### config.mk
export PLATFORM = sky130hd
export DESIGN_NAME = fuel_level_conditioner_flat
export DESIGN_NICKNAME = d
export VERILOG_FILES = /design/src/rtl/fuel_level_conditioner_pkg.sv /design/src/rtl/fuel_level_conditioner_if.sv /design/src/rtl/fuel_level_conditioner_blink.sv /design/src/rtl/fuel_level_conditioner.sv /design/src/flat_wrapper.sv
export SDC_FILE = /design/constraint.sdc
export NUM_CORES = 1
export LEC_CHECK = 0
export ABC_CLOCK_PERIOD_IN_PS = 2780
export BUFFER_PORTS_ARGS = -buffer_cell sky130_fd_sc_hd__buf_2
export CAP_MARGIN = 20
export CORE_ASPECT_RATIO = 0.5
export CORE_MARGIN = 2
export CORE_UTILIZATION = 40
export DETAILED_ROUTE_END_ITERATION = 8
export PLACE_DENSITY = 0.67
export SLEW_MARGIN = 20
export SYNTH_ARGS = -nofsm -noshare
export SYNTH_HDL_FRONTEND = slang
export SYNTH_SLANG_ARGS = --single-unit
### constraint.sdc
create_clock -name Clk_in -period 2.78 [get_ports Clk_in]
set_input_delay 0.556 -clock Clk_in [delete_from_list [all_inputs] [get_ports Clk_in]]
set_output_delay 0.556 -clock Clk_in [all_outputs]
set_load 0.1 [all_outputs]
### src/rtl/fuel_level_conditioner_pkg.sv
// Shared constants for the fuel level conditioner: FSM encodings,
// hysteresis delta, default low-fuel threshold and a small helper.
package fuel_level_conditioner_pkg;

   localparam logic [1:0] ST_ACCUM  = 2'd0;
   localparam logic [1:0] ST_UPDATE = 2'd1;
   localparam logic [1:0] ST_FAULT  = 2'd2;

   localparam logic [3:0] HYST_DELTA  = 4'd2;
   localparam logic [3:0] LOW_LVL_DEF = 4'h2;

   function automatic logic [3:0] abs_diff4(
      input logic [3:0] a,
      input logic [3:0] b
   );
      return (a > b) ? (a - b) : (b - a);
   endfunction

endpackage

### src/rtl/fuel_level_conditioner_if.sv
// Valid/ready sample bus from the fuel sensor front end.
// sample: raw sample, vld: sample valid, rdy: consumer can accept.
interface fuel_level_conditioner_if #(
   parameter int SAMPLE_W = 8
);

   logic [SAMPLE_W-1:0] sample;
   logic                vld;
   logic                rdy;

   modport master (
      output sample,
      output vld,
      input  rdy
   );

   modport slave (
      input  sample,
      input  vld,
      output rdy
   );

endinterface

### src/rtl/fuel_level_conditioner_blink.sv
// Low-fuel blink timer: counts BLINK_HALF cycles per half-period.
// clk/rst, en (count), restart (phase=1, count=0) -> phase.
module fuel_level_conditioner_blink #(
   parameter int BLINK_HALF = 500
) (
   input  logic clk,
   input  logic rst,
   input  logic en,
   input  logic restart,
   output logic phase
);

   localparam int CW =
      (BLINK_HALF > 1) ? $clog2(BLINK_HALF) : 1;
   localparam logic [CW-1:0] LAST = CW'(BLINK_HALF - 1);

   logic [CW-1:0] cnt;

   // Idle phase is 1 so the first low-fuel cycle shows "on".
   always_ff @(posedge clk) begin
      if (rst || restart) begin
         cnt   <= '0;
         phase <= 1'b1;
      end else if (en) begin
         if (cnt == LAST) begin
            cnt   <= '0;
            phase <= ~phase;
         end else begin
            cnt <= cnt + 1'b1;
         end
      end
   end

endmodule

### src/rtl/fuel_level_conditioner.sv
// Averages raw fuel samples, applies hysteresis, drives gauge level/mode.
// Clk_in/Rst_in, smp (sample bus slave), FLvl_out, BMode_out, FltFlag_out.
module fuel_level_conditioner
   import fuel_level_conditioner_pkg::*;
#(
   parameter int         SAMPLE_W    = 8,
   parameter int         AVG_LOG2    = 2,
   parameter int         TIMEOUT_CYC = 1000,
   parameter logic [3:0] LOW_LVL     = LOW_LVL_DEF,
   parameter int         BLINK_HALF  = 500
) (
   input  logic                     Clk_in,
   input  logic                     Rst_in,
   fuel_level_conditioner_if.slave  smp,
   output logic [3:0]               FLvl_out,
   output logic                     BMode_out,
   output logic                     FltFlag_out
);

   localparam int SUM_W = SAMPLE_W + AVG_LOG2;
   localparam int CNT_W = (AVG_LOG2 > 0) ? AVG_LOG2 : 1;
   localparam int TO_W  =
      (TIMEOUT_CYC > 1) ? $clog2(TIMEOUT_CYC) : 1;

   localparam logic [CNT_W-1:0] CNT_LAST =
      CNT_W'((1 << AVG_LOG2) - 1);
   localparam logic [TO_W-1:0]  TO_LAST  =
      TO_W'(TIMEOUT_CYC - 1);

   logic [1:0]       state;
   logic [SUM_W-1:0] sum;
   logic [CNT_W-1:0] cnt;
   logic [TO_W-1:0]  to_cnt;
   logic             lvl_valid;

   logic       accept;
   logic [3:0] new_lvl;
   logic       load;
   logic       low;
   logic       phase;

   assign smp.rdy = !Rst_in && (state != ST_UPDATE);
   assign accept  = smp.vld && smp.rdy;

   // avg = sum >> AVG_LOG2, so avg's top nibble is sum's top nibble.
   assign new_lvl = sum[SUM_W-1 -: 4];

   assign load = !lvl_valid
              || (abs_diff4(new_lvl, FLvl_out) >= HYST_DELTA)
              || (new_lvl == 4'h0)
              || (new_lvl == 4'hF);

   // FAULT leaves sum/cnt at zero, so an accept there starts
   // a fresh window through the same path as ACCUM.
   always_ff @(posedge Clk_in) begin
      if (Rst_in) begin
         state       <= ST_ACCUM;
         sum         <= '0;
         cnt         <= '0;
         to_cnt      <= '0;
         lvl_valid   <= 1'b0;
         FLvl_out    <= 4'h0;
         FltFlag_out <= 1'b0;
      end else begin
         case (state)
            ST_UPDATE: begin
               if (load) begin
                  FLvl_out <= new_lvl;
               end
               lvl_valid <= 1'b1;
               sum       <= '0;
               cnt       <= '0;
               to_cnt    <= '0;
               state     <= ST_ACCUM;
            end
            ST_ACCUM, ST_FAULT: begin
               if (accept) begin
                  sum         <= sum + SUM_W'(smp.sample);
                  to_cnt      <= '0;
                  FltFlag_out <= 1'b0;
                  if (cnt == CNT_LAST) begin
                     state <= ST_UPDATE;
                  end else begin
                     cnt   <= cnt + 1'b1;
                     state <= ST_ACCUM;
                  end
               end else if (state == ST_FAULT) begin
                  to_cnt <= '0;
               end else if (to_cnt == TO_LAST) begin
                  state       <= ST_FAULT;
                  FltFlag_out <= 1'b1;
                  sum         <= '0;
                  cnt         <= '0;
                  to_cnt      <= '0;
               end else begin
                  to_cnt <= to_cnt + 1'b1;
               end
            end
            default: begin
               state <= ST_ACCUM;
            end
         endcase
      end
   end

   assign low = lvl_valid && (FLvl_out <= LOW_LVL);

   // Fault freezes the blink so leaving it restarts at phase 1.
   fuel_level_conditioner_blink #(
      .BLINK_HALF(BLINK_HALF)
   ) u_blink (
      .clk    (Clk_in),
      .rst    (Rst_in),
      .en     (low),
      .restart(!low || FltFlag_out),
      .phase  (phase)
   );

   assign BMode_out = FltFlag_out || (low && phase);

endmodule

### src/flat_wrapper.sv
// flat-port wrapper written by rule: the top's interface ports become plain ports
module fuel_level_conditioner_flat import fuel_level_conditioner_pkg::*;
#(
   parameter int         SAMPLE_W    = 8,
   parameter int         AVG_LOG2    = 2,
   parameter int         TIMEOUT_CYC = 1000,
   parameter logic [3:0] LOW_LVL     = LOW_LVL_DEF,
   parameter int         BLINK_HALF  = 500
)
  (Clk_in, Rst_in, FLvl_out, BMode_out, FltFlag_out, smp_sample, smp_vld, smp_rdy);
  fuel_level_conditioner_if #(.SAMPLE_W(SAMPLE_W)) smp_i ();
  input  logic Clk_in;
  input  logic Rst_in;
  output logic [3:0] FLvl_out;
  output logic BMode_out;
  output logic FltFlag_out;
  input wire logic [$bits(smp_i.sample)-1:0] smp_sample;
  input wire logic [$bits(smp_i.vld)-1:0] smp_vld;
  output wire logic [$bits(smp_i.rdy)-1:0] smp_rdy;
  assign smp_i.sample = smp_sample;
  assign smp_i.vld = smp_vld;
  assign smp_rdy = smp_i.rdy;
  fuel_level_conditioner #(.SAMPLE_W(SAMPLE_W), .AVG_LOG2(AVG_LOG2), .TIMEOUT_CYC(TIMEOUT_CYC), .LOW_LVL(LOW_LVL), .BLINK_HALF(BLINK_HALF)) u_core (.Clk_in(Clk_in), .Rst_in(Rst_in), .smp(smp_i), .FLvl_out(FLvl_out), .BMode_out(BMode_out), .FltFlag_out(FltFlag_out));
endmodule
==> run summary, run 1 <==
## Worst hold path
- **Worst Hold Class** flop to flop
- **worst hold path stage count** 1

## Finish
- **fill count** 512
- **Total Nets Final** 336
- **most common cell after layout, fill and taps aside** sky130_fd_sc_hd__dfxtp_1
- **count of inserted antenna diode cells** 0
- **Non-Filler Cell Area, Final** 2758 um2
- **share of final-layout standard cells stronger than drive strength 1** 0.1311
- **highest-count cells in the layout ignoring fill and taps** sky130_fd_sc_hd__dfxtp_1, sky130_fd_sc_hd__nor2_1, sky130_fd_sc_hd__nand2_1
- **signed area change from the synthesized netlist to the final layout** 14.85%

## Clocking
- **library cell used as clock root buffer** sky130_fd_sc_hd__clkbuf_16
- **setup repair bufs after CTS** 0
- **Worst-path clk slew** 60 ps
- **clock tree from TritonCTS** built
- **clock insertion delay at the later pin of the skew report** 280 ps
- **Hold Buf Count CTS** 0
- **Max clock buf depth** 2
- **number of buffers created by CTS** 5
- **Max H-tree Level** 2
- **number of gates resized after CTS** 0
- **Sinks on Clock Net** 40

## Logic synthesis
- **syn_nets** 313
- **top area cells in the synthesized netlist** sky130_fd_sc_hd__dfxtp_1, sky130_fd_sc_hd__ha_1, sky130_fd_sc_hd__nor2_1
- **top cell type's share of synthesized area** 0.3335
- **number of unique standard cell types used by synthesis** 53
- **fraction of synthesized area in multiplexers** 0.02084
- **Mapped Avg Cell Area** 8.545 um2
- **netlist area before placement** 2401 um2
- **area fraction in and, or, nand and nor cells after synthesis** 0.2293
- **largest family of logic cells by synthesized area** simple AND/OR/NAND/NOR gates
- **Synth warnings** 0
- **arithmetic-cell share of the synthesized area counting full adders, half adders and majority gates** 0.1188
- **FF+latch count, synth** 40
- **Compound-Gate Fraction of Synth Area** 0.2126
- **dominant cell type by area after synthesis** sky130_fd_sc_hd__dfxtp_1
- **flip-flop cell with the highest count after synthesis** sky130_fd_sc_hd__dfxtp_1
- **number of flops mapped to enable cells by yosys** 0
- **async set-or-reset flop fraction in the synthesized netlist** 0
- **Syn Inst Count** 281
- **portion of the post-synthesis area used by sequential elements** 0.3335
- **parity-gate share of the synthesized area counting xor and xnor cells** 0.04742

## Power
- **cell area power density** 529.5 nW/um2
- **highest ir drop seen on vdd** 0.2422 mV
- **static leakage** 0.001055 uW

## STA
- **hold violation count in the final report** 0
- **slack of the critical path** 454.3 ps
- **Final min period** 2326 ps
- **Post-Route Setup TNS** 0 ps
- **count of final setup violators** 0
- **Max Clock Freq** 430.0 MHz
- **final worst-path cycle share** 0.8366
- **max_slew headroom** 0.5504
- **final number of max-transition violations** 0
- **setup repair after global routing missed its margin** false
- **worst hold margin** 442.0 ps
- **Post-Route Skew** 3.828 ps
- **worst slew pin tran** 657.4 ps

## Placement
- **Placed Instance Area** 2590 um2
- **setup slack after placement** 416.8 ps
- **I/O Buffers** 17
- **routability cong.** 0.8750
- **Final HPWL DP** 3742 um

## Route
- **count of vias placed by the detailed router** 2083
- **detailed-route wire length per cell** 13.02 um
- **number of optimization iterations in the first detailed-route pass** 4
- **post-route DRC violation count** 0
- **DR vias/cell** 5.511
- **initial drt markers** 126
- **wirelength, routed** 4921 um
- **Routed Antenna Nets** 0

## Critical path
- **number of cells on the worst reg-to-reg path** 6
- **type of the worst setup path** flop to flop
- **data arrival at the endpoint of the critical path** 2480 ps
- **minimum setup slack among reg-to-reg paths** 450 ps
- **required time of the critical path** 2930 ps
- **largest fanout on the critical path** 8
- **Setup crit end kind** flop
- **sort of element at the start of the critical path** flop

## GRT
- **via count of the first global-routing pass** 1897
- **GRT Util Overall** 0.1603
- **Overflow after GRT** 0
- **largest net degree at the start of global routing** 23
- **wire length of the first global-routing pass** 8659 um
- **antenna violations before repair** 0

## Floorplan
- **y dimension of the die** 58.79 um
- **Initial Util** 0.4262
- **Placement Rows** 19
- **number of ports placed on the die boundary** 18
- **die extent in x** 113.6 um
- **Die ar.** 6676 um2
- **core area** 5634 um2

## Run status
- **status** completed

## Run
- **maximum capacitance violations** 0

==> stage by stage <==
step	instances	util	total power [uW]
after floorplan	281	-	778.3
after global placement	370	0.4597	816.7
after detailed placement	370	0.4597	824.0
after CTS	378	0.4895	1473
after global routing	378	0.4895	1524
final	378	0.4895	1460
==> metal layers <==
| metal | global-route usage | vias up | routed length, um | part of all wire |
|---|---|---|---|---|
| met1 | 0.2165 | 970 | 2502 | 0.51 |
| li1 | - | 1070 | - | - |
| met2 | 0.2635 | 38 | 2192 | 0.45 |
| met4 | 0.04878 | 0 | 52 | 0.011 |
| met5 | 0 | - | 0 | 0 |
| met3 | 0.03296 | 5 | 174 | 0.035 |
==> flip-flops by register name, indices dropped and copies added, names as in the netlist <==
name and flops:
u_core.FLvl_out 4, u_core.lvl_valid 1, u_core.cnt 2, u_core.u_blink.phase 1, u_core.state 2, u_core.u_blink.cnt 9
u_core.FltFlag_out 1, u_core.to_cnt 10, u_core.sum 10
==> path summary, 6_finish.rpt <==
kind / startpoint / endpoint
max reg2reg: u_core.sum[8] / u_core.FLvl_out[0]
min reg2reg: u_core.u_blink.cnt[0] / u_core.u_blink.cnt[0]
min: u_core.u_blink.cnt[0] / u_core.u_blink.cnt[0]
max: u_core.sum[8] / u_core.FLvl_out[0]
==> logic make-up after synthesis <==
group	Yosys count
xor gates and xnor gates	13
buffers and inverters	22
AOI/OAI and AO/OA	74
muxes	5
adders and majority gates	21
and+or+nand+nor	106
DFF	40
==> final cells by class <==
cell class                      count  area [um2]  area share
Multi-Input combinational cell    219        1513      0.5485
Clock buffer                        5       125.1     0.04537
Sequential cell                    40       803.3      0.2913
Timing Repair Buffer               22       122.6     0.04446
Inverter                           16       60.06     0.02178
Clock inverter                      3       42.54     0.01543
Tap cell                           73       91.34     0.03312
==> Yosys cell counts (all sizes together) (2+ instances only) <==
cell and number:
xnor2 6, o211ai 2, a22oi 2, nor3 10, nand2 26, a2111oi 3
nor4 2, a31oi 2, ha 18, nand2b 2, and3b 2, a211oi 3
a21o 5, a21oi 18, nand4 6, or4 2, inv 16, nand3 3
dfxtp 40, or3 9, o221ai 2, nor2 27, clkbuf 5, xor2 7
mux2i 5, fa 3, and2 4, o21ai 20, o21a 4, and3 6
nand3b 5
==> worst max-delay path: stages (launching register included) <==
cell and delay (ps):
sky130_fd_sc_hd__dfxtp_1 480, sky130_fd_sc_hd__ha_1 380, sky130_fd_sc_hd__and3b_1 240, sky130_fd_sc_hd__or3_4 370, sky130_fd_sc_hd__a2111oi_4 370, sky130_fd_sc_hd__o22ai_2 210, sky130_fd_sc_hd__mux2i_1 150
==> power by group <==
| group | total [uW] | internal, uW | switching (uW) | leakage, uW |
|---|---|---|---|---|
| Combinational | 205 | 88.5 | 116 | 0.000650 |
| Clock | 647 | 421 | 226 | 0.0000798 |
| Sequential | 609 | 591 | 18.0 | 0.000325 |
| Total | 1460 | 1100 | 360 | 0.00106 |
Note: power is estimated with default switching activity, not from simulation.
==> run 2: changes to the inputs <==
--- a/config.mk
+++ b/config.mk
@@ -5,14 +5,15 @@
 export SDC_FILE = /design/constraint.sdc
 export NUM_CORES = 1
 export LEC_CHECK = 0
-export ABC_CLOCK_PERIOD_IN_PS = 2780
+export ABC_AREA = 1
+export ABC_CLOCK_PERIOD_IN_PS = 2000
 export BUFFER_PORTS_ARGS = -buffer_cell sky130_fd_sc_hd__buf_2
 export CAP_MARGIN = 20
 export CORE_ASPECT_RATIO = 0.5
 export CORE_MARGIN = 2
 export CORE_UTILIZATION = 40
 export DETAILED_ROUTE_END_ITERATION = 8
-export PLACE_DENSITY = 0.67
+export PLACE_DENSITY = 0.69
 export SLEW_MARGIN = 20
 export SYNTH_ARGS = -nofsm -noshare
 export SYNTH_HDL_FRONTEND = slang
==> constraint.sdc (replaced) <==
create_clock -name Clk_in -period 2 [get_ports Clk_in]
set_input_delay 0.4 -clock Clk_in [delete_from_list [all_inputs] [get_ports Clk_in]]
set_output_delay 0.4 -clock Clk_in [all_outputs]
set_load 0.1 [all_outputs]
==> run 2 against run 1 <==
Against the previous run:
- clock skew up 0.70 ps
- largest cell class unchanged
- hold slack worse by 140 ps
- highest routed layer unchanged
- first-iteration DRC count down 34%
- critical path type is now flop to output port
- synthesized cell count up 23%
- clock power up 38%
- non-clock buffer count up 3
==> run summary, run 2 <==
## Run status
- **status** completed, unchanged

## GRT
- **largest net degree at the start of global routing** 18, was 23
- **GRT Util Overall** 0.1503, was 0.1603
- **via count of the first global-routing pass** 2008, was 1897
- **global routing usage on met1** 0.1918, was 0.2165
- **antenna violations before repair** 0, unchanged
- **most utilized layer in the global route result** met2, unchanged
- **wire length of the first global-routing pass** 8411 um, was 8659 um
- **met2 Resource Use GR** 0.2593, was 0.2635
- **met3 usage** 0.03796, was 0.03296
- **Overflow after GRT** 0, unchanged

## Logic synthesis
- **syn_nets** 377, was 313
- **async set-or-reset flop fraction in the synthesized netlist** 0, unchanged
- **netlist area before placement** 2547 um2, was 2401 um2
- **number of unique standard cell types used by synthesis** 43, was 53
- **dominant cell type by area after synthesis** sky130_fd_sc_hd__dfxtp_1, unchanged
- **Syn Inst Count** 345, was 281
- **FF+latch count, synth** 40, unchanged
- **flip-flop cell with the highest count after synthesis** sky130_fd_sc_hd__dfxtp_1, unchanged
- **portion of the post-synthesis area used by sequential elements** 0.3143, was 0.3335
- **Mapped Avg Cell Area** 7.384 um2, was 8.545 um2
- **Synth warnings** 0, unchanged
- **most instantiated library cell after synthesis** sky130_fd_sc_hd__nand2_1, was sky130_fd_sc_hd__dfxtp_1
- **top cell type's share of synthesized area** 0.3143, was 0.3335
- **synth cell count leaders** sky130_fd_sc_hd__nand2_1, sky130_fd_sc_hd__inv_1, sky130_fd_sc_hd__dfxtp_1, was sky130_fd_sc_hd__dfxtp_1, sky130_fd_sc_hd__nor2_1, sky130_fd_sc_hd__nand2_1
- **top area cells in the synthesized netlist** sky130_fd_sc_hd__dfxtp_1, sky130_fd_sc_hd__nand2_1, sky130_fd_sc_hd__ha_1, was sky130_fd_sc_hd__dfxtp_1, sky130_fd_sc_hd__ha_1, sky130_fd_sc_hd__nor2_1
- **number of flops mapped to enable cells by yosys** 0, unchanged

## STA
- **worst slew pin tran** 488.2 ps, was 657.4 ps
- **final number of max-transition violations** 0, unchanged
- **slack of the critical path** 123.2 ps, was 454.3 ps
- **max_slew headroom** 0.6768, was 0.5504
- **Post-Route Skew** 4.527 ps, was 3.828 ps
- **final worst-path cycle share** 0.9384
- **Max Clock Freq** 532.8 MHz
- **hold violation count in the final report** 0, unchanged
- **Final min period** 1877 ps
- **setup repair after global routing missed its margin** false, unchanged
- **count of final setup violators** 0, unchanged

## Route
- **DR vias/cell** 4.889, was 5.511
- **wirelength, routed** 4949 um, was 4921 um
- **initial drt markers** 83, was 126
- **number of optimization iterations in the first detailed-route pass** 4, unchanged
- **detailed-route wire length per cell** 10.74 um, was 13.02 um
- **Routed Antenna Nets** 0, unchanged
- **post-route DRC violation count** 0, unchanged
- **count of vias placed by the detailed router** 2254, was 2083

## Clocking
- **library cell used as clock root buffer** sky130_fd_sc_hd__clkbuf_16, unchanged
- **number of gates resized after CTS** 0, unchanged
- **Worst-path clk slew** 60 ps, about the same
- **setup repair bufs after CTS** 0, unchanged
- **clock insertion delay at the later pin of the skew report** 280 ps, about the same
- **Max clock buf depth** 2, unchanged
- **Hold Buf Count CTS** 0, unchanged
- **clock tree from TritonCTS** built, unchanged
- **number of buffers created by CTS** 5, unchanged
- **Sinks on Clock Net** 40, unchanged
- **Max H-tree Level** 2, unchanged

## Power
- **sequential share of power** 0.412, was 0.417
- **design internal power** 1518 uW, was 1100 uW
- **highest ir drop seen on vdd** 0.3583 mV, was 0.2422 mV
- **Switching Fraction** 0.2491, was 0.2463
- **cell area power density** 684.6 nW/um2, was 529.5 nW/um2
- **Switch Pwr** 503.8 uW, was 359.6 uW
- **Clock Power Share** 0.443, about the same
- **Combinational Power Share** 0.144, was 0.140
- **static leakage** 0.001354 uW, was 0.001055 uW

## Floorplan
- **number of ports placed on the die boundary** 18, unchanged
- **Initial Util** 0.4172, was 0.4262
- **y dimension of the die** 60.43 um, was 58.79 um
- **core area** 6106 um2, was 5634 um2
- **Die ar.** 7062 um2, was 6676 um2
- **die extent in x** 116.9 um, was 113.6 um
- **Placement Rows** 20, was 19

## Finish
- **fill count** 616, was 512
- **most common cell after layout, fill and taps aside** sky130_fd_sc_hd__nand2_1, was sky130_fd_sc_hd__dfxtp_1
- **count of inserted antenna diode cells** 0, unchanged
- **share of final-layout standard cells stronger than drive strength 1** 0.2091, was 0.1311
- **filler-free cell count of the finished design** 461, was 378
- **signed area change from the synthesized netlist to the final layout** 15.96%, was 14.85%
- **Total Nets Final** 404, was 336
- **highest-count cells in the layout ignoring fill and taps** sky130_fd_sc_hd__nand2_1, sky130_fd_sc_hd__inv_1, sky130_fd_sc_hd__dfxtp_1, was sky130_fd_sc_hd__dfxtp_1, sky130_fd_sc_hd__nor2_1, sky130_fd_sc_hd__nand2_1
- **leading registers by flop count** u_core.sum (10), u_core.to_cnt (10), u_core.u_blink.cnt (9), unchanged

## Placement
- **dpl cells** 453, was 370
- **setup slack after placement** 61.56 ps, was 416.8 ps
- **routability cong.** 0.8316, was 0.8750
- **I/O Buffers** 17, unchanged
- **Final HPWL DP** 3885 um, was 3742 um

## Worst hold path
- **Worst Hold Class** primary input to flop, was flop to flop

## Critical path
- **sort of element at the start of the critical path** flop, unchanged
- **largest fanout on the critical path** 4, was 8
- **data arrival at the endpoint of the critical path** 1480 ps, was 2480 ps
- **type of the worst setup path** flop to output port, was flop to flop
- **Setup crit end kind** output port, was flop
- **minimum setup slack among reg-to-reg paths** 130 ps, was 450 ps
- **required time of the critical path** 1600 ps, was 2930 ps

## Run
- **maximum capacitance violations** 0, unchanged

==> run 2: layer usage <==
layer  routed length (um)  vias up
met1                 2492     1035
met3                  161        8
met2                 2245       18
met4                   51        0
met5                    0        -
li1                     -     1193
==> run 2: logic make-up (layout without fill, tap and decap cells) <==
family | Yosys count | after routing | share of synthesized area
buf+inv | 57 | 85 | 0.1007
flops | 40 | 40 | 0.3143
xor+xnor | 3 | 3 | 0.01032
compound gates | 65 | 65 | 0.1527
simple gates | 159 | 159 | 0.3099
fa+ha+maj | 21 | 21 | 0.1120
==> run 2: cell type report <==
class | instances | area [um2] | area share
multi-input combinational | 248 | 1506 | 0.5100
sequential | 40 | 814.5 | 0.2757
inverter | 52 | 214.0 | 0.07243
timing repair buffer | 25 | 145.1 | 0.04913
clock buffer | 6 | 128.9 | 0.04363
tap | 88 | 110.1 | 0.03727
clock inverter | 2 | 35.03 | 0.01186
==> run 2: final timing paths <==
check	start	end	cells past startpoint
max	u_core.FLvl_out[2]	BMode_out	4
min	smp_vld	u_core.state[1]	2
max reg2reg	u_core.FLvl_out[0]	u_core.FLvl_out[2]	10
min reg2reg	u_core.u_blink.cnt[0]	u_core.u_blink.cnt[0]	1
==> run 2: stage by stage <==
stage	TNS, ps	hold WS [ps]	util	cell area, um2	total power, uW
after floorplan	-13.81	417.6	-	2566	1066
after global placement	0	428.7	0.4551	2779	1130
after detailed placement	0	433.8	0.4551	2779	1135
after CTS	0	300.4	0.4820	2943	2033
after global routing	0	306.5	0.4838	2954	2110
final	0	298.7	0.4838	2954	2022
==> run 2: critical path, cell delays in order, from the launching register on <==
cell                      delay (ps)
sky130_fd_sc_hd__dfxtp_4         350
sky130_fd_sc_hd__inv_1           100
sky130_fd_sc_hd__nand4_2         170
sky130_fd_sc_hd__o21ai_2         140
sky130_fd_sc_hd__buf_2           430
==> run 2: power by group through the flow <==
| stage | registers (uW) | logic (uW) | clock network (uW) |
|---|---|---|---|
| after CTS | 833 | 287 | 913 |
| after detailed placement | 851 | 284 | 0 |
| after global placement | 851 | 280 | 0 |
| final | 834 | 292 | 896 |
| after global routing | 837 | 326 | 946 |
| after floorplan | 851 | 215 | 0 |
==> run 3: changes to the inputs <==
--- a/config.mk
+++ b/config.mk
@@ -14,6 +14,7 @@
 export CORE_UTILIZATION = 40
 export DETAILED_ROUTE_END_ITERATION = 8
 export PLACE_DENSITY = 0.69
+export RECOVER_POWER = 50
 export SLEW_MARGIN = 20
 export SYNTH_ARGS = -nofsm -noshare
 export SYNTH_HDL_FRONTEND = slang
==> run 3 against run 2 <==
Against the previous run:
- sequential cell count did not move
- global-route usage is the same
- core utilization decreased by 0.80 points
- sequential share of layout area is 0.46 points higher
- total power decreased by 0.50%
- combinational power decreased by 2%
- routed wire length about the same
- die area unchanged
- sequential power about the same
- register-to-register slack barely moved
- final cell count is the same
- first-iteration DRC count down 6.0%
- largest cell class unchanged
==> run summary, run 3 (same netlist as run 2, synthesis figures left out) <==
## Run status
- **status** completed, unchanged

## STA
- **count of final setup violators** 0, unchanged
- **Post-Route Skew** 4.041 ps, was 4.527 ps
- **worst slew pin tran** 542.8 ps, was 488.2 ps
- **final number of max-transition violations** 0, unchanged
- **final worst-path cycle share** 0.9403, was 0.9384
- **worst hold margin** 301.5 ps, was 298.7 ps
- **hold violation count in the final report** 0, unchanged
- **slack of the critical path** 119.4 ps, was 123.2 ps
- **Max Clock Freq** 531.7 MHz, was 532.8 MHz
- **max_slew headroom** 0.6396, was 0.6768
- **Final min period** 1881 ps, was 1877 ps

## Placement
- **setup slack after placement** 61.56 ps, unchanged
- **I/O Buffers** 17, unchanged
- **Placed Instance Area** 2779 um2, unchanged
- **Final HPWL DP** 3885 um, unchanged
- **routability cong.** 0.8316, unchanged

## Route
- **Routed Antenna Nets** 0, unchanged
- **post-route DRC violation count** 0, unchanged
- **number of optimization iterations in the first detailed-route pass** 4, unchanged
- **count of vias placed by the detailed router** 2249, was 2254
- **wirelength, routed** 4950 um, was 4949 um
- **detailed-route wire length per cell** 10.74 um, about the same
- **DR vias/cell** 4.879, was 4.889
- **initial drt markers** 78, was 83

## Critical path
- **data arrival at the endpoint of the critical path** 1480 ps, about the same
- **sort of element at the start of the critical path** flop, unchanged
- **worst flop-to-flop path endpoint** u_core.FLvl_out[2], unchanged
- **Setup crit end kind** output port, unchanged
- **Setup crit start** u_core.FLvl_out[2], unchanged
- **type of the worst setup path** flop to output port, unchanged
- **minimum setup slack among reg-to-reg paths** 130 ps, about the same
- **worst r2r src** u_core.FLvl_out[0], unchanged
- **number of cells on the worst reg-to-reg path** 10, unchanged
- **required time of the critical path** 1600 ps, about the same
- **Worst setup endpoint** BMode_out, unchanged
- **cells along the critical path** inv_1, nand4_2, o21ai_2, buf_2, unchanged
- **cell with the largest stage delay on the worst path** sky130_fd_sc_hd__buf_2, unchanged
- **largest fanout on the critical path** 4, unchanged
- **stage delay of the slowest cell on the critical path** 430 ps, about the same

## Finish
- **count of inserted antenna diode cells** 0, unchanged
- **Non-Filler Cell Area, Final** 2905 um2, was 2954 um2
- **highest-count cells in the layout ignoring fill and taps** sky130_fd_sc_hd__nand2_1, sky130_fd_sc_hd__inv_1, sky130_fd_sc_hd__dfxtp_1, unchanged
- **most common cell after layout, fill and taps aside** sky130_fd_sc_hd__nand2_1, unchanged
- **final core utilization** 0.4758, was 0.4838
- **fill count** 623, was 616
- **signed area change from the synthesized netlist to the final layout** 14.05%, was 15.96%
- **Total Nets Final** 404, unchanged
- **leading registers by flop count** u_core.sum (10), u_core.to_cnt (10), u_core.u_blink.cnt (9), unchanged
- **share of final-layout standard cells stronger than drive strength 1** 0.1769, was 0.2091

## Clocking
- **Hold Buf Count CTS** 0, unchanged
- **number of buffers created by CTS** 5, unchanged
- **library cell used as clock root buffer** sky130_fd_sc_hd__clkbuf_16, unchanged
- **clock insertion delay at the later pin of the skew report** 280 ps, about the same
- **clock tree from TritonCTS** built, unchanged
- **Worst-path clk slew** 60 ps, about the same
- **Sinks on Clock Net** 40, unchanged
- **Max clock buf depth** 2, unchanged
- **Max H-tree Level** 2, unchanged

## Floorplan
- **Die ar.** 7062 um2, unchanged
- **y dimension of the die** 60.43 um, unchanged
- **Initial Util** 0.4172, unchanged
- **Placement Rows** 20, unchanged
- **number of ports placed on the die boundary** 18, unchanged
- **core area** 6106 um2, unchanged
- **die extent in x** 116.9 um, unchanged

## Power
- **Switching Fraction** 0.2468, was 0.2491
- **sequential share of power** 0.414, was 0.412
- **Switch Pwr** 496.6 uW, was 503.8 uW
- **design internal power** 1516 uW, was 1518 uW
- **highest ir drop seen on vdd** 0.3566 mV, was 0.3583 mV
- **Clock Power Share** 0.444, was 0.443
- **static leakage** 0.001344 uW, was 0.001354 uW
- **overall power** 2012 uW, was 2022 uW
- **Combinational Power Share** 0.142, was 0.144
- **cell area power density** 692.6 nW/um2, was 684.6 nW/um2

## GRT
- **largest net degree at the start of global routing** 18, unchanged
- **antenna violations before repair** 0, unchanged
- **GRT Util Overall** 0.1503, unchanged
- **via count of the first global-routing pass** 2008, unchanged
- **Overflow after GRT** 0, unchanged
- **wire length of the first global-routing pass** 8411 um, unchanged

## Worst hold path
- **Worst Hold Class** primary input to flop, unchanged
- **worst hold path stage count** 2, unchanged

## Run
- **maximum capacitance violations** 0, unchanged

==> run 3: power groups by stage <==
stage               Sequential (uW)  Clock [uW]  Combinational [uW]
finish                          834         893                 286
global placement                851           0                 280
global route                    837         946                 321
floorplan                       851           0                 215
CTS                             833         913                 287
detailed placement              851           0                 284
==> run 3: layout make-up <==
class	count	area, um2	area share
Tap cell	88	110.1	0.03790
Sequential cell	40	814.5	0.2804
Clock buffer	6	128.9	0.04436
Multi-Input combinational cell	248	1461	0.5030
Clock inverter	2	35.03	0.01206
Inverter	52	214.0	0.07364
Timing Repair Buffer	25	141.4	0.04867
==> run 3: layer usage <==
layer,vias up,routed length [um],part of all wire,GRT usage
met5,-,0,0,0
met4,0,51,0.010,0.04034
met3,8,136,0.027,0.03796
met2,16,2280,0.46,0.2593
met1,1034,2481,0.50,0.1918
li1,1191,-,-,-
==> run 3: timing repair <==
action                                 CTS  global route
setup endpoints to repair                0             4
endpoints found under the hold margin    0             0
resized for setup                        0             5
buffers inserted                         0             0
==> run 3: how the worst min path moves through the flow <==
stage,endpoint,from,slack [ps]
after global routing,u_core.state[1],smp_vld,310
after detailed placement,u_core.u_blink.cnt[0],u_core.u_blink.cnt[0],430
after floorplan,u_core.u_blink.cnt[0],u_core.u_blink.cnt[0],420
after global placement,u_core.u_blink.cnt[0],u_core.u_blink.cnt[0],430
after CTS,u_core.state[1],smp_vld,300
final,u_core.state[1],smp_vld,300
==> run 3: per-stage QoR <==
step	instances	setup TNS (ps)
2_1_floorplan	345	-13.81
3_3_place_gp	453	0
3_5_place_dp	453	0
4_1_cts	461	0
5_1_grt	461	-2.935
6_report	461	0
==> run 3: critical path, delay by kind of cell (launching register included) <==
kind / cells / cell delay [ps]
buf+inv: 2 / 530
compound gates: 1 / 140
flops: 1 / 350
simple gates: 1 / 170
